## src/rtl/dmem_arbiter.sv

```systemverilog
// Arbitrates the single-port data RAM between the core MEM stage and the debug/loader port.
// Core has priority; a starvation counter and a lock input guarantee the debug port its slots.
module dmem_arbiter #(
    parameter int ADDR_W   = 8,
    parameter int DATA_W   = 32,
    parameter int MAX_WAIT = 4
) (
    input  logic              clock,
    input  logic              clear,
    input  logic              core_req,
    input  logic              core_we,
    input  logic [ADDR_W-1:0] core_addr,
    input  logic [DATA_W-1:0] core_wdata,
    output logic [DATA_W-1:0] core_rdata,
    output logic              core_stall,
    input  logic              dbg_req,
    input  logic              dbg_we,
    input  logic [ADDR_W-1:0] dbg_addr,
    input  logic [DATA_W-1:0] dbg_wdata,
    input  logic              dbg_lock,
    output logic              dbg_gnt,
    output logic              dbg_rvalid,
    output logic [DATA_W-1:0] dbg_rdata,
    output logic [ADDR_W-1:0] mem_addr,
    output logic [DATA_W-1:0] mem_din,
    output logic              mem_wren,
    input  logic [DATA_W-1:0] mem_dout
);

    typedef enum logic {OWN_CORE, OWN_DBG} owner_t;

    localparam logic [3:0] WAIT_LIMIT = 4'(MAX_WAIT);

    logic [3:0] wait_cnt;
    logic       sel_dbg;
    logic       sel_core;
    owner_t     owner_q;
    owner_t     owner_next;

    // Grants are forced low while clear is held so nothing reaches the RAM during reset.
    always_comb begin
        sel_dbg    = ~clear & dbg_req & (dbg_lock | ~core_req | (wait_cnt == WAIT_LIMIT));
        sel_core   = ~clear & core_req & ~sel_dbg & ~dbg_lock;
        dbg_gnt    = sel_dbg;
        core_stall = ~clear & core_req & ~sel_core;
        core_rdata = mem_dout;
    end

    always_comb begin
        mem_addr = core_addr;
        mem_din  = core_wdata;
        mem_wren = 1'b0;
        if (sel_dbg) begin
            mem_addr = dbg_addr;
            mem_din  = dbg_wdata;
            mem_wren = dbg_we;
        end else if (sel_core) begin
            mem_wren = core_we;
        end
    end

    // Counts consecutive edges where debug asked and was refused.
    always_ff @(posedge clock or posedge clear) begin
        if (clear) begin
            wait_cnt <= 4'd0;
        end else if (sel_dbg || !dbg_req) begin
            wait_cnt <= 4'd0;
        end else if (wait_cnt != WAIT_LIMIT) begin
            wait_cnt <= wait_cnt + 4'd1;
        end
    end

    always_comb begin
        owner_next = OWN_CORE;
        if (sel_dbg && !dbg_we) begin
            owner_next = OWN_DBG;
        end
    end

    always_ff @(posedge clock or posedge clear) begin
        if (clear) begin
            owner_q <= OWN_CORE;
        end else begin
            owner_q <= owner_next;
        end
    end

    // RAM output is valid the cycle after a debug read edge; capture it then.
    always_ff @(posedge clock or posedge clear) begin
        if (clear) begin
            dbg_rvalid <= 1'b0;
            dbg_rdata  <= '0;
        end else if (owner_q == OWN_DBG) begin
            dbg_rvalid <= 1'b1;
            dbg_rdata  <= mem_dout;
        end else begin
            dbg_rvalid <= 1'b0;
        end
    end

endmodule

```

## config.mk

```make
export PLATFORM = sky130hd
export DESIGN_NAME = dmem_arbiter
export DESIGN_NICKNAME = d
export VERILOG_FILES = /design/src/rtl/dmem_arbiter.sv
export SDC_FILE = /design/constraint.sdc
export NUM_CORES = 1
export LEC_CHECK = 0
export CORE_ASPECT_RATIO = 0.9
export CORE_MARGIN = 5
export CORE_UTILIZATION = 30
export DETAILED_ROUTE_END_ITERATION = 12
export GPL_TIMING_DRIVEN = 0
export PLACE_DENSITY = 0.82
export SLEW_MARGIN = 10
export SYNTH_ARGS = -nofsm -noshare
export SYNTH_HDL_FRONTEND = slang
export SYNTH_SLANG_ARGS = --single-unit
export TNS_END_PERCENT = 50
```

## constraint.sdc

```tcl
create_clock -name clock -period 2.75 [get_ports clock]
set_clock_uncertainty 0.05 [all_clocks]
set_input_delay 0.55 -clock clock [delete_from_list [all_inputs] [get_ports clock]]
set_output_delay 0.55 -clock clock [all_outputs]
set_load 0.01 [all_outputs]
```

==> impl_metrics.py <==
metrics = {
    "drt": {
        "first_pass_iters": 4,
        "drc_errors": 0,
        "vias_per_cell": 4.42,
        "vias": 2280,
        "routed_wl_um": 8200,
        "avgRoutedWirePerCell_um": 15.9,
        "drt_iter0_markers": 15,
        "antenna_left": 0,
    },
    "clock_network": {
        "clockRootBuffer": "clkbuf_8",
        "hold_buffers": 0,
        "cts_tree": "done",
        "cts.reportedPaths.clkPinSlew_ns": 0.07,
        "clkSinkCount": 38,
        "clockBufferDepth": 2,
        "numCtsBuffers": 5,
        "clk_latency_ns": 0.28,
        "htree_num_levels": 2,
    },
    "critical_path": {
        "crit_chain": "inv_2 > ha_4 > nand3b_4 > a211oi_4 > buf_6 > bufbuf_16 > mux2_2 > buf_6",
        "r2r-start": "owner_q",
        "critical_path_class": "reg2out",
        "max_stage_delay_ns": 0.40,
        "worstRegToRegCells": 3,
        "worst_setup_path_start_kind": "register",
        "r2r_setup_slack_ns": 1.14,
        "slowest_stage": "dfrtp_1",
        "worst_r2r_endpoint": "dbg_rdata[1]",
        "crit_family": "buffers and inverters",
        "crit_arrival_ns": 2.14,
        "crit_required_ns": 2.15,
        "timing.critical_path.mode_cell": "buf_6",
        "endpoint_kind": "output port",
        "crit_fanout": 5,
        "crit_buf_inv": 4,
    },
    "power_and_ir_drop": {
        "vdd_drop_max_mv": 0.225,
        "clkPwrFrac": 0.197,
        "p_seq_frac": 0.359,
        "leakage_nw": 2.06,
        "internal_power_mw": 1.46,
        "powerDensity_mw_per_mm2": 424,
        "power.total_mw": 2.00,
        "netSwitchingFraction": 0.273,
        "p_switching_mw": 0.546,
        "pwr-share-comb": 0.444,
    },
    "die": {
        "core_mm2": 0.00747,
        "die_area_mm2": 0.00941,
        "chipWidth_um": 102,
        "start_util": 0.304,
        "placementRows": 30,
        "ios": 227,
        "fp.dieH_um": 92.5,
    },
    "synth": {
        "synth_top_family_by_area": "multiplexers",
        "ys_top_cells_by_area": "dfrtp_1 42%, mux2_2 34%, buf_4 11%",
        "synthMostInstantiatedCell": "mux2_2",
        "netlist_area_mm2": 0.00227,
        "synthFlopType": "dfrtp_1",
        "synth_xor_area_frac": 0.00772,
        "avgSynthCellArea_um2": 12.8,
        "synth_seq_cells": 38,
        "synth_nets": 299,
        "synth-compound-area-share": 0.0254,
        "synthTopCellsByCount": "69 x mux2_2, 38 x dfrtp_1, 32 x buf_4",
        "synth_largest_area_cell": "dfrtp_1",
        "synth_mux_area_frac": 0.366,
        "synth_fa_ha_area_frac": 0.0110,
        "yosys_warnings": 0,
        "ys_seq_area_frac": 0.419,
        "ys_types": 24,
        "synthSimpleGateAreaFrac": 0.0320,
        "async_reset_ff_frac": 1.00,
        "netlist_instances": 178,
        "post-synth-top-area-fraction": 0.419,
        "synth_edf_count": 0,
    },
    "cells_and_area": {
        "fin_nets": 540,
        "layout-drive-gt1-share": 0.400,
        "instances_no_fill": 516,
        "diodes": 0,
        "multiInputGateArea_mm2": 0.00103,
        "fillers": 595,
        "utilization": 0.632,
        "regArea_um2": 951,
        "area_growth_pct": 108,
    },
    "timing": {
        "min_period_ns": 2.74,
        "report.final.slew_viol_count": 0,
        "worst_pin_slew_ns": 0.534,
        "fin_setup_tns_ns": 0,
        "final_hold_viol_count": 0,
        "post-route-period-util": 0.997,
        "setup_viol": 0,
        "rsz0062_at_grt": "yes",
        "clock.fmax_mhz": 365,
        "slew_headroom": 0.644,
    },
    "outcome": {
        "outcome": "finished, final reports clean",
    },
    "run": {
        "drv_cap": 0,
    },
    "placed_design": {
        "io_buffers": 226,
        "dp_hpwl_um": 7120,
        "placed_cells": 501,
        "gp_congestion": 0.806,
    },
    "grt": {
        "grtUsageTotal": 0.168,
        "grt_max_degree": 30,
        "grt_pass1_wl_um": 12400,
        "grt-ovfl-total": 0,
        "antenna_found_initial": 0,
        "grt_pass1_vias": 2490,
    },
    "worst_hold_path": {
        "hold_class": "reg2reg",
        "holdPathStages": 0,
        "hold_end": "dbg_rvalid",
        "worstHoldStart": "owner_q",
    },
}
==> registers in the layout, indices dropped and copies added, names as in the netlist <==
name / cells
owner_q: 1
dbg_rvalid: 1
wait_cnt: 4
dbg_rdata: 32
==> routing by layer <==
metal,share of wire,global-route usage,vias up,wire [um]
met3,0.12,0.0617,13,1030
met5,0,0,-,0
li1,-,-,1072,-
met4,0.025,0.0554,0,201
met1,0.30,0.158,1058,2450
met2,0.55,0.326,137,4530
==> power by group through the flow <==
stage               logic, mW  clock network, mW  registers [mW]
floorplan               0.277                  0           0.782
global placement        0.895                  0           0.727
detailed placement      0.914                  0           0.733
CTS                     0.914              0.420           0.721
global route            0.947              0.434           0.733
finish                  0.889              0.395           0.719
==> metrics by stage <==
step                      setup WS (ns)  instance area [um^2]  hold slack, ns
final                           0.00954                  4720           0.326
after detailed placement         -0.653                  4670           0.309
after floorplan                   0.345                  2270           0.302
after global placement            -1.14                  4650           0.313
after global routing            -0.0878                  4720           0.343
after CTS                       -0.0224                  4850           0.327
==> cell usage in the layout (no fill, tap or decap), types with 5 or more instances in the layout <==
| cell type | n |
|---|---|
| clkdlybuf4s50_1 | 181 |
| mux2_2 | 68 |
| dfrtp_1 | 38 |
| buf_4 | 36 |
| clkbuf_2 | 29 |
| clkbuf_8 | 6 |
| buf_2 | 6 |
| buf_6 | 6 |
| nor2_1 | 5 |
==> worst max path at each step <==
stage / depth (start not counted) / from / to / slack, ns
detailed placement: 6 / core_req / mem_din[5] / -0.65
finish: 8 / wait_cnt[0] / mem_din[27] / 0.01
global placement: 5 / clear / mem_wren / -1.14
floorplan: 3 / clear / mem_wren / 0.34
CTS: 8 / wait_cnt[1] / mem_din[0] / -0.02
global route: 8 / wait_cnt[1] / mem_din[29] / -0.09
==> cell families after synthesis <==
family / after synthesis
buffers and inverters: 44
adder cells (fa/ha/maj): 2
AO/OA/AOI/OAI: 6
multiplexers: 74
flip-flops: 38
XOR/XNOR: 2
AND/OR/NAND/NOR: 12
==> layout make-up <==
type,instances,area share
plain buffers,40,0.0668
clock buffers,6,0.0175
clock inverters,2,0.00265
inverters,4,0.00371
multi-input cells,96,0.218
flip-flops and latches,38,0.201
well taps,96,0.0254
repair buffers,234,0.465
==> repair_timing <==
action / CTS / global route
gates cloned: 1 / 0
setup endpoints to repair: 42 / 41
pin swaps: 1 / 1
setup buffers: 6 / 0
resized for setup: 103 / 50
(Power assumes the default switching activity.)
